## config.mk

```make
export PLATFORM = sky130hd
export DESIGN_NAME = tx_arbiter
export DESIGN_NICKNAME = d
export VERILOG_FILES = /design/src/rtl/tx_arb_pkg.sv /design/src/rtl/rr_pick.sv /design/src/rtl/tx_arbiter.sv
export SDC_FILE = /design/constraint.sdc
export NUM_CORES = 1
export LEC_CHECK = 0
export BUFFER_PORTS_ARGS = -buffer_cell sky130_fd_sc_hd__buf_4
export CAP_MARGIN = 5
export CORE_MARGIN = 1
export CORE_UTILIZATION = 43
export DETAILED_ROUTE_END_ITERATION = 12
export PLACE_DENSITY = 0.79
export SKIP_LAST_GASP = 1
export SLEW_MARGIN = 25
export SYNTH_ARGS = -nofsm -noshare
export SYNTH_HDL_FRONTEND = slang
export SYNTH_SLANG_ARGS = --single-unit
```

## constraint.sdc

```tcl
create_clock -name clk -period 2.8 [get_ports clk]
set_input_delay 0 -clock clk [delete_from_list [all_inputs] [get_ports clk]]
set_output_delay 0 -clock clk [all_outputs]
set_load 0.02 [all_outputs]
```

## src/rtl/tx_arb_pkg.sv

```systemverilog
// tx_arb_pkg: shared constants for the TX arbiter.
// Holds the FSM state encoding, the default parameter values and the
// SEND timeout limit used when TX_ARB_TIMEOUT_EN is defined.
package tx_arb_pkg;

    typedef enum logic [1:0] {
        IDLE  = 2'd0,
        READY = 2'd1,
        SEND  = 2'd2
    } state_e;

    localparam int NUM_REQ_DEF = 4;
    localparam int DATA_W_DEF  = 8;

    localparam logic [7:0] TIMEOUT_LIMIT = 8'd255;

endpackage

```

## src/rtl/rr_pick.sv

```systemverilog
// rr_pick: combinational round-robin selector.
// Returns the first requesting port at or above ptr_i, wrapping to the
// lowest requesting port when nothing at or above ptr_i is requesting.
module rr_pick #(
    parameter int NUM_REQ = 4,
    parameter int IDX_W   = 2
) (
    input  logic [NUM_REQ-1:0] req_i,
    input  logic [IDX_W-1:0]   ptr_i,
    output logic [IDX_W-1:0]   winner_o,
    output logic               any_o
);

    logic             found_hi;
    logic [IDX_W-1:0] hi_idx;
    logic [IDX_W-1:0] lo_idx;

    // Scan downwards so the last hit is the lowest index in each region
    always_comb begin
        found_hi = 1'b0;
        hi_idx   = '0;
        lo_idx   = '0;
        for (int j = NUM_REQ - 1; j >= 0; j--) begin
            if (req_i[j]) begin
                lo_idx = IDX_W'(j);
                if (j >= int'(ptr_i)) begin
                    hi_idx   = IDX_W'(j);
                    found_hi = 1'b1;
                end
            end
        end
        any_o    = |req_i;
        winner_o = found_hi ? hi_idx : lo_idx;
    end

endmodule

```

## src/rtl/tx_arbiter.sv

```systemverilog
// tx_arbiter: round-robin arbiter feeding a single TX unit.
// Requests are granted only in READY; the winner's data is registered into
// TX_Data and presented with TX_Data_Valid until the TX unit drops ready.
// Optional macro TX_ARB_TIMEOUT_EN adds an 8-bit SEND watchdog that pulses
// tx_err and abandons the transfer after 255 SEND cycles.
module tx_arbiter
    import tx_arb_pkg::*;
#(
    parameter int NUM_REQ = NUM_REQ_DEF,
    parameter int DATA_W  = DATA_W_DEF
) (
    input  logic                      clk,
    input  logic                      rst,
    input  logic [NUM_REQ-1:0]        req,
    input  logic [NUM_REQ*DATA_W-1:0] req_data,
    output logic [NUM_REQ-1:0]        gnt,
    output logic [DATA_W-1:0]         TX_Data,
    output logic                      TX_Data_Valid,
    input  logic                      TX_Data_Ready,
    output logic                      busy,
    output logic                      tx_err
);

    localparam int IDX_W = (NUM_REQ > 1) ? $clog2(NUM_REQ) : 1;

    state_e             state_q;
    logic [IDX_W-1:0]   ptr_q;
    logic [IDX_W-1:0]   ptr_d;
    logic [DATA_W-1:0]  tx_data_q;
    logic               tx_valid_q;
    logic [IDX_W-1:0]   winner;
    logic               any_req;
    logic               grant_en;
    logic [DATA_W-1:0]  win_data;

    rr_pick #(
        .NUM_REQ (NUM_REQ),
        .IDX_W   (IDX_W)
    ) u_rr_pick (
        .req_i    (req),
        .ptr_i    (ptr_q),
        .winner_o (winner),
        .any_o    (any_req)
    );

    // Grant decode, winner data mux and next pointer; a grant needs the TX unit still ready
    always_comb begin
        grant_en = (state_q == READY) && TX_Data_Ready && any_req && !rst;
        gnt      = '0;
        win_data = '0;
        for (int j = 0; j < NUM_REQ; j++) begin
            if (winner == IDX_W'(j)) begin
                gnt[j]   = grant_en;
                win_data = req_data[j*DATA_W +: DATA_W];
            end
        end
        ptr_d = ptr_q;
        if (grant_en) begin
            ptr_d = (int'(winner) == NUM_REQ - 1) ? '0 : winner + IDX_W'(1);
        end
    end

`ifdef TX_ARB_TIMEOUT_EN
    logic [7:0] cnt_q;
    logic [7:0] cnt_d;
    logic       tx_err_q;

    // Count of SEND cycles including the current one
    always_comb begin
        cnt_d = cnt_q + 8'd1;
    end
`endif

    // Main FSM with registered TX outputs
    always_ff @(posedge clk) begin
        if (rst) begin
            state_q    <= IDLE;
            ptr_q      <= '0;
            tx_data_q  <= '0;
            tx_valid_q <= 1'b0;
`ifdef TX_ARB_TIMEOUT_EN
            cnt_q      <= '0;
            tx_err_q   <= 1'b0;
`endif
        end else begin
            ptr_q <= ptr_d;
`ifdef TX_ARB_TIMEOUT_EN
            tx_err_q <= 1'b0;
`endif
            case (state_q)
                IDLE: begin
                    tx_valid_q <= 1'b0;
                    if (TX_Data_Ready) begin
                        state_q <= READY;
                    end
                end
                READY: begin
                    if (!TX_Data_Ready) begin
                        state_q <= IDLE;
                    end else if (grant_en) begin
                        tx_data_q  <= win_data;
                        tx_valid_q <= 1'b1;
                        state_q    <= SEND;
                    end
                end
                SEND: begin
                    if (!TX_Data_Ready) begin
                        tx_valid_q <= 1'b0;
                        state_q    <= IDLE;
`ifdef TX_ARB_TIMEOUT_EN
                        cnt_q      <= '0;
                    end else if (cnt_d == TIMEOUT_LIMIT) begin
                        tx_err_q   <= 1'b1;
                        tx_valid_q <= 1'b0;
                        state_q    <= IDLE;
                        cnt_q      <= '0;
                    end else begin
                        cnt_q      <= cnt_d;
`endif
                    end
                end
                default: begin
                    tx_valid_q <= 1'b0;
                    state_q    <= IDLE;
                end
            endcase
        end
    end

    assign TX_Data       = tx_data_q;
    assign TX_Data_Valid = tx_valid_q;
    assign busy          = (state_q != READY);

`ifdef TX_ARB_TIMEOUT_EN
    assign tx_err = tx_err_q;
`else
    assign tx_err = 1'b0;
`endif

endmodule

```

==> flow_summary.ini, run 1 <==
[placed_design]
place_inst = 188
dpl-instance-area_mm2 = 0.001313
detailed_place_hpwl_mm = 1.864
place.gp.congestion = 0.7831
io_buffers = 52
place_worst_setup_slack_ns = 0.3838

[worst_setup_path]
cp-end-kind = register
r2r_slack_ns = 0.38
cp.required_ns = 2.96
critPathArrivalTime_ns = 2.59
cpMaxStageDelayCell = dfxtp_1
critical_path_class = reg2reg
path_buf_inv = 1
path_delay_family = simple AND/OR/NAND/NOR gates
cp_common_cell = nor2_1
cp_max_fo = 8
crit_chain = mux2i_1 -> nor2_1 -> nor3_1 -> inv_1 -> ha_1 -> nor2_1 -> o211ai_1 -> o2111ai_1 -> a21oi_2
max_stage_delay_ns = 0.45
crit_path_start_kind = register

[grt]
use_met2 = 0.3803
grt_overflow = 0
grt_busiest_layer = met2
grt_use_total = 0.2199
grt_pass1_vias = 937
gr-usage-met1 = 0.2777
grt_use_met3 = 0.03459
antenna_found_initial = 0
grt_max_degree = 20
grt_pass1_wl_mm = 4.050

[floorplanning]
die_h_um = 48.53
die_area_mm2 = 0.002355
core_mm2 = 0.002002
rows = 16
dieWidth_um = 48.53
start_util = 0.4650
num_io_pins = 54

[yosys]
synth_top_area_cell = dfxtp_1
yosys_warnings = 0
synth-edff-count = 0
synth_area_um2 = 930.9
synthesis.nets = 158
synth_top_area_share = 0.2796
syn_inst = 115
async_flop_share = 0
ys_seq_elements = 13
seq_area_frac_synth = 0.2796
synth_cell_type_count = 33
synth_area_leaders = dfxtp_1 28%, a311o_2 8.5%, nand2_1 8.1%
syn_area_per_cell_um2 = 8.095
synth-main-ff-cell = dfxtp_1

[clock_network]
clk_path_buf_depth = 2
clock_latency_ns = 0.27
cts.sinks = 13
cts_setup_buffers = 0
post_cts_resize_count = 0
cts_buffers = 3
clockRootBuffer = clkbuf_4
cts_tree = built
h-tree-depth = 1
cts.clk_slew.worst_paths_ns = 0.09
hold_buffers = 0

[final_layout]
final_cell_area_mm2 = 0.001339
layout-drive-gt1-share = 0.4545
final_cells = 192
multi_input_area_um2 = 605.6
antenna_cells = 0
final_nets = 209
fill_cells = 184
areaGrowthSynthToFinish_pct = 43.82
layout.area.seq_um2 = 260.3

[status]
status = finished, final reports clean

[detailed_routing]
drt-total-wl_mm = 2.410
viasPerCell = 5.198
drt_iter0_drc = 12
wl_per_cell_um = 12.55
via_count = 998
drtAntennaViolNets = 0
dr.pass1.iters = 4
drc = 0

[power]
power_density_mw_per_mm2 = 346.0
max-vdd-ir-drop_mv = 0.1790
leakage_nw = 0.5671

[sta]
fin_ws_ns = 0.3766
relSlewSlack = 0.6445
fin_crit_sh = 0.8655
final.setup_skew_ns = 0.004559
setup_violations = 0
fin_crit_ns = 2.423
tns_ns = 0
tightest_slew_ns = 0.5312
drv_slew = 0
rsz0062_at_grt = no
fmax_mhz = 412.7
hold-worst-slack_ns = 0.02126
hold_viol_final = 0

[hold_path]
hold_path.class = in2reg

[run]
drv_cap = 0
state kept, by name, summed over array words and instances, names as in the netlist:
register	flops
TX_Data_Valid	1
state_q	2
TX_Data	8
ptr_q	2
final cells by class:
class	count	area share
clock buffer	4	0.01963
inverter	6	0.01682
timing repair buffer	52	0.2916
sequential	13	0.1944
multi-input combinational	90	0.4523
tap	27	0.02523
worst reg2reg max path, stage by stage (launching register included):
cell and delay [ns]:
dfxtp_1 0.45, mux2i_1 0.23, nor2_1 0.06, nor3_1 0.38, inv_1 0.12, ha_1 0.26, nor2_1 0.44, o211ai_1 0.18
o2111ai_1 0.13, a21oi_2 0.07
per-stage QoR:
stage | total power [mW] | util
after floorplan | 0.2842 | -
after global placement | 0.3464 | 0.6556
after detailed placement | 0.3489 | 0.6556
after CTS | 0.4681 | 0.6688
after global routing | 0.4918 | 0.6688
final | 0.4632 | 0.6688
Yosys cell counts, types with 4 or more instances:
cell type   n
a21oi_1     6
a21oi_2     8
a311o_2     7
dfxtp_1    13
ha_1        4
inv_1       5
nand2_1    20
nand3b_1    8
nor2_1      6
o22ai_1     7
where the power goes:
part	switching (mW)	leakage, nW	internal [mW]
combinational	0.0727	0.447	0.0749
clock	0.0632	0.0150	0.0552
sequential	0.00511	0.106	0.192
path summary, 6_finish.rpt:
check	startpoint	end	cells after the start
setup / recovery	ptr_q[1]	TX_Data[2]	9
hold / removal	rst	ptr_q[1]	2
setup reg to reg	ptr_q[1]	TX_Data[2]	9
hold reg to reg	TX_Data[1]	TX_Data[1]	2
metal layers:
metal  share of wire  up-vias
met4               0        0
met5               0        -
met1            0.45      439
li1                -      511
met2            0.48       48
met3           0.070        0
cells by family (layout without fill, tap and decap cells):
logic type | count (synthesis) | after routing | share of synthesized area
simple gates | 49 | 49 | 0.2863
compound gates | 35 | 35 | 0.2957
flops | 13 | 13 | 0.2796
buf+inv | 12 | 62 | 0.06989
fa+ha+maj | 4 | 4 | 0.05377
other cells | 1 | 1 | 0.004028
mux | 1 | 1 | 0.01075
cell usage in the layout (no fill, tap or decap), types with 2 or more instances in the layout:
| cell | count |
|---|---|
| and2_1 | 3 |
| a21oi_2 | 8 |
| nand2b_1 | 3 |
| buf_4 | 52 |
| nand3b_1 | 8 |
| a211oi_1 | 2 |
| nor3_1 | 2 |
| ha_1 | 4 |
| inv_1 | 5 |
| nor2_1 | 6 |
| o22ai_1 | 7 |
| clkbuf_4 | 3 |
| nand2_1 | 20 |
| a21oi_1 | 6 |
| dfxtp_1 | 13 |
| a311o_2 | 7 |
(Power assumes the default switching activity.)
==> run 2: changes to the inputs <==
- ABC_AREA: unset -> 1
- CELL_PAD_IN_SITES_DETAIL_PLACEMENT: unset -> 1
- CELL_PAD_IN_SITES_GLOBAL_PLACEMENT: unset -> 1
- CORE_UTILIZATION: 43 -> 30
- CTS_BUF_LIST: unset -> sky130_fd_sc_hd__clkbuf_4
- PLACE_DENSITY: 0.79 -> unset
- PLACE_DENSITY_LB_ADDON: unset -> 0.1
==> run 2 against run 1 <==
Compared with the run above:
- clock-buffer cell count did not move
- register-to-register slack improved by 0.43 ns
- clock skew fell by 0.0035 ns
- first-iteration DRC count rose to 2.5 times the previous value
- clock power rose by 4%
- non-clock buffer count unchanged
- sequential share of layout area fell by 0.98 points
- area after synthesis increased by 7.9%
==> flow_summary.ini, run 2 <==
[status]
status = finished, final reports clean

[clock_network]
h-tree-depth = 1
cts_setup_buffers = 0
cts_tree = built
hold_buffers = 0
clockRootBuffer = clkbuf_4
cts.clk_slew.worst_paths_ns = 0.08
cts.sinks = 13
cts_buffers = 3
post_cts_resize_count = 0
clk_path_buf_depth = 2
clock_latency_ns = 0.27

[yosys]
synth_area_leaders = dfxtp_1 26%, nand2_1 20%, nand3_1 9.0%
syn_inst = 161
synth_area_mm2 = 0.001005
synth_top_area_cell = dfxtp_1
seq_area_frac_synth = 0.2590
post-synth-top-count-cell = nand2_1
ys_seq_elements = 13
synth_common_cells = 54 x nand2_1, 18 x nand3_1, 13 x dfxtp_1, 13 x inv_1, 11 x a21oi_1
synth_top_area_share = 0.2590
synthesis.nets = 204
synth_cell_type_count = 25
synth-main-ff-cell = dfxtp_1
async_flop_share = 0
syn_area_per_cell_um2 = 6.240
yosys_warnings = 0
synth-edff-count = 0

[worst_setup_path]
critPathArrivalTime_ns = 2.07
cp-end-kind = output pin
timing.rr.start = ptr_q[1]
cp_max_fo = 9
r2r_slack_ns = 0.81
cp.required_ns = 2.80
reg2reg_to = TX_Data[7]
critical_path_class = reg2out
rr_worst_depth = 11
crit_path_start_kind = register

[hold_path]
hold_path.class = in2reg
hold_path_end = TX_Data[0]
hp-start = req_data[24]
hold_depth = 4

[sta]
fin_crit_ns = 2.072
drv_slew = 0
tightest_slew_ns = 0.5025
setup_violations = 0
fin_ws_ns = 0.7282
tns_ns = 0
fmax_mhz = 482.7
hold_viol_final = 0
rsz0062_at_grt = no
relSlewSlack = 0.6650
fin_crit_sh = 0.7399
final.setup_skew_ns = 0.001094

[detailed_routing]
wl_per_cell_um = 11.53
drtAntennaViolNets = 0
drt-total-wl_mm = 2.917
viasPerCell = 4.470
drc = 0
via_count = 1131
dr.pass1.iters = 4
drt_iter0_drc = 30

[grt]
grt_use_total = 0.1749
grt_pass1_vias = 1100
grt_pass1_wl_mm = 4.802
antenna_found_initial = 0
grt_max_degree = 18
grt_overflow = 0

[floorplanning]
dieWidth_um = 59.87
die_area_mm2 = 0.003584
start_util = 0.3238
rows = 20
core_mm2 = 0.003103
die_h_um = 59.87
num_io_pins = 54

[final_layout]
antenna_cells = 0
layout-drive-gt1-share = 0.3349
final_util = 0.4544
final_common_cell = nand2_1
largest_register_ffs = 8
fill_cells = 453
multi_input_area_um2 = 609.3
final_nets = 253
areaGrowthSynthToFinish_pct = 40.35
layout_common_cells = 54 x nand2_1, 52 x buf_4, 18 x nand3_1, 13 x dfxtp_1, 13 x inv_1
layout.area.seq_um2 = 260.3

[placed_design]
place.gp.congestion = 0.7383
io_buffers = 52
detailed_place_hpwl_mm = 2.445
place_worst_setup_slack_ns = 0.7935

[power]
max-vdd-ir-drop_mv = 0.2035
leakage_nw = 0.7446
power_density_mw_per_mm2 = 342.1

[run]
drv_cap = 0
run 2: report_power, final:
part / internal (mW) / total, mW / switching [mW]
combinational: 0.0749 / 0.163 / 0.0885
clock: 0.0648 / 0.123 / 0.0581
sequential: 0.192 / 0.196 / 0.00451
total: 0.331 / 0.482 / 0.151
run 2: stage by stage:
stage          area (um2)  hold slack [ns]  std cells  power (mW)
3_5_place_dp         1380           0.3167        249      0.3659
2_1_floorplan        1005           0.2055        161      0.3052
6_report             1410          0.03660        253      0.4824
4_1_cts              1410          0.03839        253      0.4890
5_1_grt              1410          0.05607        253      0.5173
3_3_place_gp         1380           0.3203        249      0.3616
run 2: cell type report:
type | instances | share of cell area
flip-flops and latches | 13 | 0.1846
clock buffers | 4 | 0.02130
inverters | 16 | 0.04614
well taps | 44 | 0.03904
multi-input cells | 124 | 0.4321
repair buffers | 52 | 0.2768
run 2: worst max-delay path by stage:
stage	startpoint	endpoint	slack, ns	cells past startpoint
after floorplan	ptr_q[1]	TX_Data[5]	1.14	14
after global placement	ptr_q[1]	TX_Data[3]	0.87	11
after detailed placement	ptr_q[1]	TX_Data[7]	0.79	11
after CTS	ptr_q[1]	gnt[2]	0.69	8
after global routing	ptr_q[1]	gnt[2]	0.47	8
final	ptr_q[1]	gnt[2]	0.73	8
run 2: cell families after synthesis:
family,count (synthesis),synth area share
AO/OA/AOI/OAI,23,0.1183
adder cells (fa/ha/maj),4,0.04982
buffers and inverters,24,0.1345
flip-flops,13,0.2590
other,1,0.003732
AND/OR/NAND/NOR,96,0.4346
run 2: per-layer routing:
layer | wire length (um) | up-vias | GRT usage
met5 | 0 | - | 0
met4 | 19 | 0 | 0.05980
met3 | 211 | 2 | 0.02381
met2 | 1241 | 37 | 0.2810
met1 | 1445 | 489 | 0.2385
li1 | - | 603 | -
run 2: worst max-delay path: stages, from the launching register on:
cell	delay [ns]
dfxtp_1	0.37
nor2_1	0.07
a21oi_1	0.17
nand3_1	0.10
nand2_1	0.13
ha_1	0.35
clkinv_1	0.29
nor2_1	0.17
buf_4	0.15
